`src/rtl/seq_signed_divider.sv`:
```
// rtl/seq_signed_divider.sv - iterative radix-2 restoring signed divider with start/busy/done handshake
module seq_signed_divider #(
    parameter int WIDTH = 32
) (
    input  logic             clk,
    input  logic             rst,
    input  logic             en,
    input  logic             start,
    input  logic [WIDTH-1:0] dividend,
    input  logic [WIDTH-1:0] divisor,
    output logic             busy,
    output logic             done,
    output logic [WIDTH-1:0] quotient,
    output logic [WIDTH-1:0] remainder,
    output logic             div_by_zero
);

    localparam int CW = $clog2(WIDTH);

    localparam logic [1:0] IDLE = 2'd0;
    localparam logic [1:0] CALC = 2'd1;
    localparam logic [1:0] FIX  = 2'd2;

    logic [1:0]       state;
    logic [CW-1:0]    count;
    logic [WIDTH:0]   prem;
    logic [WIDTH-1:0] dvd;
    logic [WIDTH-1:0] dvs;
    logic             sign_q;
    logic             sign_r;
    logic             zero;

    logic [WIDTH-1:0] mag_a;
    logic [WIDTH-1:0] mag_b;
    logic [WIDTH+1:0] trial;

    // dvd shifts dividend magnitude bits out of its top and quotient bits in at the bottom
    always_comb begin
        mag_a = dividend[WIDTH-1] ? -dividend : dividend;
        mag_b = divisor[WIDTH-1]  ? -divisor  : divisor;
        trial = {prem, dvd[WIDTH-1]} - {2'b00, dvs};
    end

    always_ff @(posedge clk or negedge rst) begin
        if (!rst) begin
            state       <= IDLE;
            count       <= '0;
            prem        <= '0;
            dvd         <= '0;
            dvs         <= '0;
            sign_q      <= 1'b0;
            sign_r      <= 1'b0;
            zero        <= 1'b0;
            busy        <= 1'b0;
            done        <= 1'b0;
            quotient    <= '0;
            remainder   <= '0;
            div_by_zero <= 1'b0;
        end else if (en) begin
            done <= 1'b0;
            case (state)
                IDLE: begin
                    if (start) begin
                        busy   <= 1'b1;
                        sign_q <= dividend[WIDTH-1] ^ divisor[WIDTH-1];
                        sign_r <= dividend[WIDTH-1];
                        prem   <= '0;
                        dvs    <= mag_b;
                        count  <= CW'(WIDTH - 1);
                        // a zero divisor keeps the raw dividend so it can be returned as the remainder
                        if (divisor == '0) begin
                            zero  <= 1'b1;
                            dvd   <= dividend;
                            state <= FIX;
                        end else begin
                            zero  <= 1'b0;
                            dvd   <= mag_a;
                            state <= CALC;
                        end
                    end
                end
                CALC: begin
                    if (!trial[WIDTH+1]) begin
                        prem <= trial[WIDTH:0];
                    end else begin
                        prem <= {prem[WIDTH-1:0], dvd[WIDTH-1]};
                    end
                    dvd   <= {dvd[WIDTH-2:0], ~trial[WIDTH+1]};
                    count <= count - CW'(1);
                    if (count == '0) begin
                        state <= FIX;
                    end
                end
                FIX: begin
                    if (zero) begin
                        quotient  <= '1;
                        remainder <= dvd;
                    end else begin
                        quotient  <= sign_q ? -dvd : dvd;
                        remainder <= sign_r ? -prem[WIDTH-1:0] : prem[WIDTH-1:0];
                    end
                    div_by_zero <= zero;
                    busy        <= 1'b0;
                    done        <= 1'b1;
                    state       <= IDLE;
                end
                default: state <= IDLE;
            endcase
        end
    end

endmodule

```
`config.mk`:
```
export PLATFORM = sky130hd
export DESIGN_NAME = seq_signed_divider
export DESIGN_NICKNAME = d
export VERILOG_FILES = /design/src/rtl/seq_signed_divider.sv
export SDC_FILE = /design/constraint.sdc
export NUM_CORES = 1
export LEC_CHECK = 0
export ABC_AREA = 1
export CORE_AREA = 3 3 203 165
export DETAILED_ROUTE_END_ITERATION = 8
export DIE_AREA = 0 0 206 168
export SYNTH_ARGS = -nofsm -noshare
export SYNTH_HDL_FRONTEND = slang
export SYNTH_SLANG_ARGS = --single-unit
```
`constraint.sdc`:
```
create_clock -name clk -period 6.6 [get_ports clk]
set_input_delay 0.66 -clock clk [delete_from_list [all_inputs] [get_ports clk]]
set_output_delay 0.66 -clock clk [all_outputs]
set_load 0.005 [all_outputs]
```
# ---- Word level (Yosys, flattened, before mapping)
# Cells that the tools add are included.
dict set report classes {
  mux 22
  eq_ne 4
  add_sub_neg 6
  reduce_logical 10
  n_bitwise 2
}
# cell count
set ops {}
lappend ops {{32-bit 2-to-1 mux} 8}
lappend ops {{32-bit negation} 4}
lappend ops {{33-bit 2-to-1 mux} 2}
lappend ops {{33-bit one-hot mux with 2 select lines} 1}
lappend ops {{32-bit one-hot mux with 2 select lines} 1}
lappend ops {{34-bit by 32-bit subtractor with 34-bit output} 1}
lappend ops {{32-bit zero test} 1}
lappend ops {{3-bit AND reduction} 4}
lappend ops {{5-bit one-hot mux with 2 select lines} 1}
lappend ops {{2-bit 2-to-1 mux} 3}
lappend ops {{5-bit zero test} 1}
lappend ops {{5-bit 2-to-1 mux} 1}
lappend ops {{5-bit by 1-bit subtractor with 5-bit output, second input constant} 1}
lappend ops {{2-bit inequality test, second input constant} 2}
lappend ops {{2-bit one-hot mux with 2 select lines} 1}
lappend ops {{2-bit nonzero test} 2}
lappend ops {{1-bit 2-to-1 mux} 3}
lappend ops {{2-bit by 1-bit == test with 1-bit output, second input constant} 1}
lappend ops {{2-bit == test, second input constant} 1}
lappend ops {{2-bit zero test} 1}
lappend ops {{1-bit one-hot mux with 2 select lines} 1}
lappend ops {{2-bit AND reduction} 1}
lappend ops {{1-bit inverter} 1}
lappend ops {{1-bit XOR} 1}
dict set report word_totals {
  reg_bits 174
  word_cells 57
  out_inout_bits 67
  in_bits 68
}

# ---- Longest topological paths before layout
dict set report logic_depth {
  word_depth 5
  ltp_mapped 18
  ltp_nobuf 17
}

# ---- Worst setup path after synthesis
# Ideal clock, no wire load.
dict set report synth_timing {
  path_type {input-to-reg}
  startpoint {input port dividend[0]}
  endpoint {register dvd[26]}
  path_slack_ns 4.495
  setup_ns 0.120
  cell_stages 13
  arrival_ns 1.984
  n_path_buf 0
  required_time_ns 6.480
  cell_sequence {inv_1 -> ha_1 -> nand3_2 -> inv_1 -> nand2_1 -> nor2_1 -> nand2_1 -> nor2_1 -> nand4_1 -> nand3_2 -> nand2_1 -> o21ai_1 -> nand2_1}
}
dict set report synth_between {
  elab_chain_len 5
}
# element line
set synth_lines {}
lappend synth_lines {{start, declared} 9} ;# input logic [WIDTH-1:0] dividend,
lappend synth_lines {{32-bit negation} 39} ;# mag_a = dividend[WIDTH-1] ? -dividend : dividend;
lappend synth_lines {{32-bit 2-to-1 mux} 39}
lappend synth_lines {{32-bit 2-to-1 mux} 71} ;# if (divisor == '0) begin
lappend synth_lines {{32-bit 2-to-1 mux} 63} ;# if (start) begin
lappend synth_lines {{32-bit one-hot mux with 2 select lines} 61} ;# case (state)
lappend synth_lines {{end signal, assigned} 73} ;# dvd <= dividend;
lappend synth_lines {{end signal, assigned} 77} ;# dvd <= mag_a;
lappend synth_lines {{end signal, assigned} 88} ;# dvd <= {dvd[WIDTH-2:0], ~trial[WIDTH+1]};
lappend synth_lines {{end, declared} 27} ;# logic [WIDTH-1:0] dvd;
# No other way between the ends. The select of a mux whose other input is x is not followed.
# A chain may end at the register's enable or synchronous reset.

# ---- Worst setup path after layout
dict set report layout_timing {
  startpoint {input port en}
  endpoint {register quotient[21]}
}
dict set report layout_between {
  elab_chain_len 1
}
# element line
set layout_lines {}
lappend layout_lines {{start, declared} 7} ;# input logic en,
lappend layout_lines {{2-bit AND reduction (no line)} -}
lappend layout_lines {{end signal, assigned} 99} ;# quotient <= sign_q ? -dvd : dvd;
lappend layout_lines {{end, declared} 13} ;# output logic [WIDTH-1:0] quotient,
# No other way between the ends.

==> results.cfg <==
[pwr]
cellLeakagePower_uw = 0.00818
ir_drop_v = 0.000207
p_per_area_nw_per_um2 = 510

[cts]
cts_tree = built
cts.path.max_buffers = 2
cts_inserted_buffers = 17
clock_latency_ps = 450
cts-root-buf = clkbuf_16
ctsHtreeMaxLevel = 4
cts_hold_repair.buffers = 0
cts_setup_buffers = 0
path_clk_slew_ps = 80
cts-resized-gates = 0
clock-sinks = 174

[run_status]
outcome = finished, final reports clean

[global_routing]
grt_pass1_wl_mm = 77.9
grt.overflow.total = 0
grt_max_degree = 110
grt_pass1_vias = 13200
grtUsageTotal_pct = 29.1
antenna_found_initial = 0

[synthesis]
ys_seq_elements = 174
synthMuxAreaShare_pct = 0
syn-num-nets = 2296
synth_enable_flop_cells = 0
yosysMostFrequentCell = nand2_1
netlist.area_leader.share_pct = 30.7
synth_flop_cell = dfrtp_1
synth_xor_area_share_pct = 3.95
synth_compound_area_share_pct = 11.4
syn_area_um2 = 14200
netlist_top_cells_count = nand2_1 (650), inv_1 (303), nand3_1 (213)
synth_seq_area_share_pct = 30.7
syn_inst = 2189
ys_warn_count = 0
synth_top_family_by_area = simple AND/OR/NAND/NOR gates
synth_area_per_cell_um2 = 6.48
synth_simple_gate_area_share_pct = 39.0
synth_top_area_cell = dfrtp_1
netlist-cell-type-count = 54
ys_async_sr_fraction_pct = 100
synth_area_leaders = dfrtp_1 (31%), nand2_1 (17%), inv_1 (8.0%), nand3_1 (7.5%), nor2_1 (5.4%)
synthAdderAreaFrac_pct = 3.49

[hold_path]
hold_path_class = input port to async pin

[place]
portBuffers = 134
place_ws_ps = 2940
place.gp.congestion = 0.946
hpwlAfterDp_mm = 39.7

[sta]
report.final.slew_viol_count = 0
hold_violations = 0
fmax_mhz = 308
worst_pin_slew_ps = 1070
finClkSkew_ps = 13.8
setup_viol = 0
min_period_ps = 3250
fin_crit_sh_pct = 49.3
relSlewSlack_pct = 28.5
hold_ws_ps = 314
rsz0062_at_grt = false
tns_ps = 0
worst_slack_ps = 3350

[final_layout]
drive_gt1_share_pct = 6.51
nets = 2384
multi_input_area_um2 = 8210
regArea_um2 = 4350
diodes = 0
num-fill-cells = 3291
syn2layout_area_growth_pct = 15.3

[flow_run]
maxCapViolations = 0

[floorplanning]
die_area_um2 = 34600
start_util_pct = 45.0
core_um2 = 31500
ioPinCount = 135
rows = 58
die_x_um = 206
die_h_um = 168

[drt]
routed-via-count = 14600
wl_mm = 50.3
firstDrtPassIters = 5
avgRoutedWirePerCell_um = 18.6
ant_nets = 0
via_per_inst = 5.37
drc_errors = 0
drtIter0Drc = 1540

[critical_path]
arrival_ps = 3590
slowest_delay_ps = 860
setup.worst_path.start_class = input port
setup.worst_path.class = input port to flop
required_ps = 6940
endpoint_kind = flop
slowest_stage = nor2_4
crit_fanout = 43
crit_chain = clkdlybuf4s50_1 > inv_1 > nor3_4 > inv_2 > nor2_4 > inv_2 > a21oi_1 > o21ai_0 > o21ai_0 > inv_1
==> kinds of logic after synthesis <==
family | Yosys count
and+or+nand+nor | 1229
buffers and inverters | 399
AOI/OAI and AO/OA | 284
DFF | 174
xor gates and xnor gates | 64
adders and majority gates | 39
==> state kept, by name, indices dropped and copies added, names as in the netlist <==
register	cells
state	2
dvs	32
sign_q	1
sign_r	1
count	5
busy	1
done	1
prem	33
dvd	32
quotient	32
remainder	32
zero	1
div_by_zero	1
==> final cells by class <==
type                       instances  share of cell area, %
inverter                         324                   7.43
tap                              420                   3.21
clock inverter                    13                   1.24
multi-input combinational       1616                   50.2
clock buffer                      19                   2.65
timing repair buffer             144                   8.66
sequential                       174                   26.6
==> metal layers <==
| layer | vias up | wire, um | global-route usage, % |
|---|---|---|---|
| met5 | - | 0 | 0 |
| li1 | 7186 | - | - |
| met2 | 554 | 19700 | 39.7 |
| met1 | 6796 | 25700 | 47.7 |
| met3 | 29 | 4330 | 5.30 |
| met4 | 0 | 565 | 4.78 |
==> through the flow <==
stage | utilization (%) | instances | total power (uW) | instance area, um2
after global routing | 51.9 | 2710 | 9040 | 16400
after detailed placement | 49.9 | 2678 | 7150 | 15700
after floorplan | - | 2189 | 5400 | 14200
final | 51.9 | 2710 | 8350 | 16400
after CTS | 51.9 | 2710 | 8290 | 16400
after global placement | 49.9 | 2678 | 7110 | 15700
==> layout by cell type, fill, tap and decap left out, types with 5 or more instances in the layout <==
master,n
dfrtp_1,174
nand2_2,10
and2_1,7
clkdlybuf4s50_1,133
nand2_1,650
a21oi_1,75
o22ai_1,9
o21ai_0,106
inv_2,19
nor3_1,23
o21ai_1,21
ha_1,38
buf_4,10
o211ai_1,12
inv_1,303
nand3b_1,14
nor2_1,203
a22oi_1,23
clkbuf_16,17
o221ai_1,10
nand3_1,213
nor2_4,6
nand4_1,23
xnor2_1,22
xor2_1,42
nor2_2,14
a31oi_1,17
or2_2,11
nand3_2,32
inv_6,5
==> power breakdown <==
part	total [uW]	internal (uW)	switching (uW)
clock network	1120	644	474
registers	2070	1530	535
logic	5160	1830	3330
total	8350	4010	4340
==> worst max-delay path: cells and delay by family <==
family / cells / cell delay (ps)
buf+inv: 5 / 1440
compound gates: 3 / 420
simple gates: 2 / 1020
==> path summary, 6_finish.rpt <==
check,startpoint,endpoint,slack [ps],depth (start not counted)
worst max-delay path,en,quotient[21],3350,10
worst min-delay path,rst,prem[1],310,1
worst max register to register,state[0],quotient[21],3530,9
worst min register to register,dvs[22],dvs[22],490,2
max in group asynchronous,rst,prem[16],4710,2
min in group clk,dvs[22],dvs[22],490,2
No activity file was read; power rests on OpenSTA's default activity.
